`src/rtl/satswarmv2_pkg.sv`:
```
// Shared types for the cae learned-clause consumer: literal, trail entry and backtrack FSM state.
package satswarmv2_pkg;
  localparam int TRAIL_LEVEL_W = 8;

  typedef logic signed [31:0] lit_t;

  typedef struct packed {
    lit_t                     lit;
    logic [TRAIL_LEVEL_W-1:0] level;
  } trail_entry_t;

  typedef enum logic [2:0] {S_IDLE, S_POP, S_ASSERT, S_DONE, S_UNSAT} bt_state_e;
endpackage

```
`src/rtl/cae_trail_mem.sv`:
```
// Assignment trail storage: one synchronous write port, combinational read of the top entry.
module cae_trail_mem
  import satswarmv2_pkg::*;
#(
  parameter int DEPTH = 64,
  parameter int AW    = (DEPTH > 1) ? $clog2(DEPTH) : 1
) (
  input  logic          clk,
  input  logic          we,
  input  logic [AW-1:0] waddr,
  input  trail_entry_t  wdata,
  input  logic [AW-1:0] raddr,
  output trail_entry_t  rdata
);
  trail_entry_t mem [DEPTH];

  always_ff @(posedge clk)
    if (we) mem[waddr] <= wdata;

  // An empty trail wraps raddr past DEPTH on non power-of-two depths.
  assign rdata = (int'(raddr) < DEPTH) ? mem[raddr] : '0;
endmodule

```
`src/rtl/cae_backtrack.sv`:
```
// Learned-clause consumer: owns the trail, pops entries above the backtrack level, then implies the UIP.
// Define CAE_BT_STATS_EN to build the backtrack/pop statistics counters.
module cae_backtrack
  import satswarmv2_pkg::*;
#(
  parameter int MAX_LITS    = 8,
  parameter int LEVEL_W     = TRAIL_LEVEL_W,
  parameter int TRAIL_DEPTH = 64
) (
  input  logic                             clk,
  input  logic                             reset,
  input  logic                             push_valid,
  output logic                             push_ready,
  input  lit_t                             push_lit,
  input  logic                             push_is_decision,
  input  logic                             learned_valid,
  input  logic [3:0]                       learned_len,
  input  lit_t [MAX_LITS-1:0]              learned_clause,
  input  logic [LEVEL_W-1:0]               backtrack_level,
  input  logic                             unsat,
  output logic [LEVEL_W-1:0]               decision_level,
  output logic [$clog2(TRAIL_DEPTH+1)-1:0] trail_len,
  output logic                             busy,
  output logic                             unassign_valid,
  output logic [31:0]                      unassign_var,
  output logic                             imply_valid,
  output lit_t                             imply_lit,
  output logic                             bt_done,
  output logic                             solver_unsat,
  output logic                             overflow,
  output logic [31:0]                      stat_backtracks,
  output logic [31:0]                      stat_pops
);
  localparam int LEN_W = $clog2(TRAIL_DEPTH+1);
  localparam int AW    = (TRAIL_DEPTH > 1) ? $clog2(TRAIL_DEPTH) : 1;

  bt_state_e          state, state_d;
  lit_t               uip_q;
  logic [LEVEL_W-1:0] bt_level_q, push_level;
  logic               unsat_pulse, full, pop_ok, push_fire, we, dl_max;
  trail_entry_t       wdata, top;

  logic unused_lits;
  assign unused_lits = &{1'b0, learned_clause[MAX_LITS-1:1]};

  cae_trail_mem #(.DEPTH(TRAIL_DEPTH), .AW(AW)) u_mem (
    .clk  (clk),
    .we   (we),
    .waddr(AW'(trail_len)),
    .wdata(wdata),
    .raddr(AW'(trail_len - 1'b1)),
    .rdata(top)
  );

  assign full       = (trail_len == LEN_W'(TRAIL_DEPTH));
  assign pop_ok     = (trail_len != '0) && (LEVEL_W'(top.level) > bt_level_q);
  assign dl_max     = &decision_level;
  assign push_level = (push_is_decision && !dl_max) ? decision_level + 1'b1 : decision_level;
  assign push_fire  = push_valid && push_ready;
  assign unassign_var = top.lit[31] ? 32'(-top.lit) : 32'(top.lit);
  assign imply_lit  = uip_q;

  always_comb begin
    state_d        = state;
    busy           = 1'b0;
    unassign_valid = 1'b0;
    imply_valid    = 1'b0;
    bt_done        = 1'b0;
    we             = 1'b0;
    wdata          = '0;
    push_ready     = (state == S_IDLE) && !learned_valid && !full && !solver_unsat;
    case (state)
      S_IDLE:   if (learned_valid) state_d = (unsat || learned_len == '0) ? S_UNSAT : S_POP;
      S_POP: begin
        busy = 1'b1;
        if (pop_ok) unassign_valid = 1'b1;
        else        state_d = S_ASSERT;
      end
      S_ASSERT: begin
        busy    = 1'b1;
        state_d = S_DONE;
        if (!full) begin
          imply_valid = 1'b1;
          we          = 1'b1;
          wdata.lit   = uip_q;
          wdata.level = TRAIL_LEVEL_W'(bt_level_q);
        end
      end
      S_DONE: begin
        bt_done = 1'b1;
        state_d = S_IDLE;
      end
      S_UNSAT:  bt_done = unsat_pulse;
      default:  state_d = S_IDLE;
    endcase
    // Pushes only fire in IDLE, so they never collide with the ASSERT write.
    if (push_fire) begin
      we          = 1'b1;
      wdata.lit   = push_lit;
      wdata.level = TRAIL_LEVEL_W'(push_level);
    end
  end

  always_ff @(posedge clk) begin
    if (reset) begin
      state          <= S_IDLE;
      trail_len      <= '0;
      decision_level <= '0;
      bt_level_q     <= '0;
      uip_q          <= '0;
      solver_unsat   <= 1'b0;
      overflow       <= 1'b0;
      unsat_pulse    <= 1'b0;
    end else begin
      state       <= state_d;
      unsat_pulse <= 1'b0;
      if (state == S_IDLE && learned_valid) begin
        uip_q      <= learned_clause[0];
        bt_level_q <= backtrack_level;
        if (unsat || learned_len == '0) begin
          solver_unsat <= 1'b1;
          unsat_pulse  <= 1'b1;
        end
      end
      if (push_fire) begin
        decision_level <= push_level;
        trail_len      <= trail_len + 1'b1;
        if (push_is_decision && dl_max) overflow <= 1'b1;
      end
      if (unassign_valid) trail_len <= trail_len - 1'b1;
      if (state == S_POP && !pop_ok) decision_level <= bt_level_q;
      if (state == S_ASSERT) begin
        if (full) overflow  <= 1'b1;
        else      trail_len <= trail_len + 1'b1;
      end
    end
  end

`ifdef CAE_BT_STATS_EN
  always_ff @(posedge clk) begin
    if (reset) begin
      stat_backtracks <= '0;
      stat_pops       <= '0;
    end else begin
      if (state == S_IDLE && learned_valid && !unsat && learned_len != '0)
        stat_backtracks <= stat_backtracks + 1'b1;
      if (unassign_valid) stat_pops <= stat_pops + 1'b1;
    end
  end
`else
  assign stat_backtracks = '0;
  assign stat_pops       = '0;
`endif
endmodule

```
`config.mk`:
```
export PLATFORM = sky130hd
export DESIGN_NAME = cae_backtrack
export DESIGN_NICKNAME = d
export VERILOG_FILES = /design/src/rtl/satswarmv2_pkg.sv /design/src/rtl/cae_trail_mem.sv /design/src/rtl/cae_backtrack.sv
export SDC_FILE = /design/constraint.sdc
export NUM_CORES = 2
export LEC_CHECK = 0
export BUFFER_PORTS_ARGS = -buffer_cell sky130_fd_sc_hd__buf_2
export CAP_MARGIN = 25
export CORE_MARGIN = 2
export CORE_UTILIZATION = 40
export CTS_CLUSTER_DIAMETER = 100
export DETAILED_ROUTE_END_ITERATION = 10
export PLACE_DENSITY = 0.65
export SLEW_MARGIN = 20
export SYNTH_ARGS = -nofsm -noshare
export SYNTH_HDL_FRONTEND = slang
export SYNTH_SLANG_ARGS = --single-unit
```
`constraint.sdc`:
```
create_clock -name clk -period 9.8 [get_ports clk]
set_input_delay 0.98 -clock clk [delete_from_list [all_inputs] [get_ports clk]]
set_output_delay 0.98 -clock clk [all_outputs]
set_load 0.01 [all_outputs]
```
==> out/qor.yml <==
status:
  run_status: "finished clean"
synthesis:
  synth_top_cells_by_area: "edfxtp_1, mux4_2, nand2_1"
  synth.yosys.warnings: 0
  ys_dominant_reg_cell: "edfxtp_1"
  synth_cell_types: 93
  asyncSetResetFlopFracSynth_pct: 0
  post-synth-top-area-fraction_pct: 74.22
  synth_enable_flop_cells: 2560
  synth_seq_cells: 2621
  synth-seq-area-share_pct: 75.40
  number_of_standard_cells_after_synthesis: 5032
  synth_area_sq_um: 103600
  netlist.top_cell.by_area: "edfxtp_1"
  syn-mean-instance-area_sq_um: 20.58
worst_setup_path:
  critPathRequiredTime_ns: 8.82
  worstSetupPathType: "reg2out"
  critical_path.max_fanout: 41
  setup.worst_path.start_class: "flop"
  worstPathCellList: "inv_1 > ha_4 > buf_4 > mux4_2 > mux2i_1 > a2111oi_0 > nor4_2 > o211ai_1 > nor4_2 > nand4_1 > o41ai_2 > xnor2_1 > buf_2"
  cp_data_arrival_time_ns: 7.51
  end_kind: "primary output"
  critical_path.max_stage_delay_ns: 0.94
  cp_slowest_cell: "ha_4"
  timing.critical_path.mode_cell: "nor4_2"
sta:
  holdWs_ns: 0.2897
  worst_slew_pin_slew_ns: 1.110
  fmaxAchievable_mhz: 117.8
  clock_skew_ns: 0.05101
  timing.final.max_slew_violations: 0
  setup_viol: 0
  timing.final.hold_violations: 0
  timing.slew.headroom_pct: 25.98
  timing.final.crit_period_ns: 8.489
  setup_tns_ns: 0
  period_share_pct: 86.62
  rsz0062_at_grt: "no"
detailed_routing:
  dr_total_vias: 52440
  antenna_violating_nets_post_route: 0
  post_drt_via_cell_ratio: 5.858
  pre_repair_dr_iteration_count: 7
  wirelength_mm: 275.2
  drtIter0Drc: 6218
  drcViolationCount: 0
  route.detailed.wl_per_inst_um: 30.75
clock_tree:
  cts_resized: 0
  cts_hold_repair.buffers: 0
  cts.root.buffer_cell: "clkbuf_16"
  tritoncts: "built"
  clock_insertion_delay_worst_skew_ns: 0.92
  clkTransAtPathRegs_ns: 0.06
  postCtsSetupRepairBufs: 0
  clock_buffers_created_by_tritoncts: 277
  htreeDepth: 5
  cts-root-to-sink-buffers: 4
  clkSinkCount: 2621
floorplanning:
  die-width_um: 512.9
  initial_utilization_pct: 40.28
  rows: 186
  num_io_pins: 456
  placeableCoreArea_sq_um: 257200
  die_area_sq_um: 263000
  floorplan.die.height_um: 512.9
cells_and_area:
  most_common_cell_after_layout_fill_and_taps_aside: "edfxtp_1"
  nets: 5686
  area_growth_pct: 13.39
  drive_gt1_share_pct: 27.80
  mostFrequentLayoutCells: "edfxtp_1, mux4_2, nand2_1, clkbuf_16, buf_2"
  final_util_pct: 45.67
power_and_ir_drop:
  max-vdd-ir-drop_uv: 744.8
  power.density_cell_area_nw_per_um2: 370.1
  cellLeakagePower_nw: 36.85
grt:
  first_global_vias: 52440
  grt_pass1_wl_mm: 387.3
  antenna_found_initial: 10
  grt_start_max_net_pins: 127
  grt_usage_pct: 20.59
  grt_remaining_overflow: 0
place:
  port_buffers: 167
  detailedPlacementHpwl_mm: 153.0
  gp_congestion: 0.8190
job:
  drv_cap: 0
worst_hold_path:
  min-delay-path-class: "in2reg"
## metrics by stage
step                      std cells  instance area (sq um)  total power [mW]  setup slack (ns)
final                          8951                 117400             43.47             1.311
after global routing           8949                 117400             44.94             1.015
after CTS                      8945                 117400             43.85             1.249
after detailed placement       8472                 109100             34.07             2.251
after global placement         8460                 108900             33.93             2.318
after floorplan                5095                 103800             25.74             2.216
## per-layer routing
metal	global-route usage [%]	up-vias	wire, um	share of wire, %
met3	3.266	500	20730	7.5
met4	9.239	0	13010	4.7
met1	26.93	28020	105600	38
li1	-	21380	-	-
met5	0	-	0	0
met2	34.01	2531	135900	49
## final timing paths
kind	start	endpoint	cells past startpoint	slack (ns)
setup reg to reg	trail_len[1]$_SDFF_PP0_	trail_len[5]$_SDFF_PP0_	18	2.87
setup / recovery	trail_len[1]$_SDFF_PP0_	unassign_var[27]	13	1.31
hold / removal	learned_clause[4]	imply_lit[4]$_SDFFE_PP0P_	3	0.29
hold reg to reg	bt_level_q[3]$_SDFFE_PP0P_	bt_level_q[3]$_SDFFE_PP0P_	2	0.46
## sequential cells by signal, indices dropped and copies added (netlist names)
signal,flops
imply_lit,32
trail_len,7
unsat_pulse,1
solver_unsat,1
overflow,1
decision_level,8
state,3
u_mem.mem,2560
bt_level_q,8
## critical path, delay by kind of cell, from the launching register on
kind / cells / cell delay, ns
fa+ha+maj: 1 / 0.94
buf+inv: 3 / 1.00
flops: 1 / 0.81
xor+xnor: 1 / 0.20
compound gates: 3 / 1.03
simple gates: 3 / 1.72
mux: 2 / 0.83
## cell usage after synthesis, drive strengths merged (14+ instances only)
master / number
o21ai: 26
mux4: 655
inv: 20
and3: 36
nor3b: 26
a2111oi: 20
a211oi: 43
a22oi: 22
nand3: 92
xnor2: 28
nor3: 29
mux2: 25
nand3b: 14
xor2: 20
a22o: 42
mux2i: 73
nand2: 448
dfxtp: 61
nor2: 106
nor4: 16
clkbuf: 116
edfxtp: 2560
nand4: 22
a21oi: 76
buf: 247
a31oi: 19
a32oi: 31
## cell families after synthesis
group           after synthesis  synth area share, %
flops                      2621                75.40
simple gates                840                3.785
mux                         753                15.22
buf+inv                     383                2.271
compound gates              373                2.745
xor+xnor                     48               0.4240
fa+ha+maj                    13               0.1570
other cells                   1             0.003620
## power by group
part	switching, mW	internal (mW)
Sequential	0.148	12.9
Clock	4.12	5.68
Combinational	13.1	7.52
Total	17.4	26.1
## area by class of cell
type	instances	area, sq um
clock inverters	114	885.9
flip-flops and latches	2621	78100
multi-input cells	2091	24170
well taps	3384	4234
diodes	6	15.01
clock buffers	359	7420
fillers	21210	139700
inverters	20	75.07
repair buffers	356	2544
No activity file was read; power rests on OpenSTA's default activity.
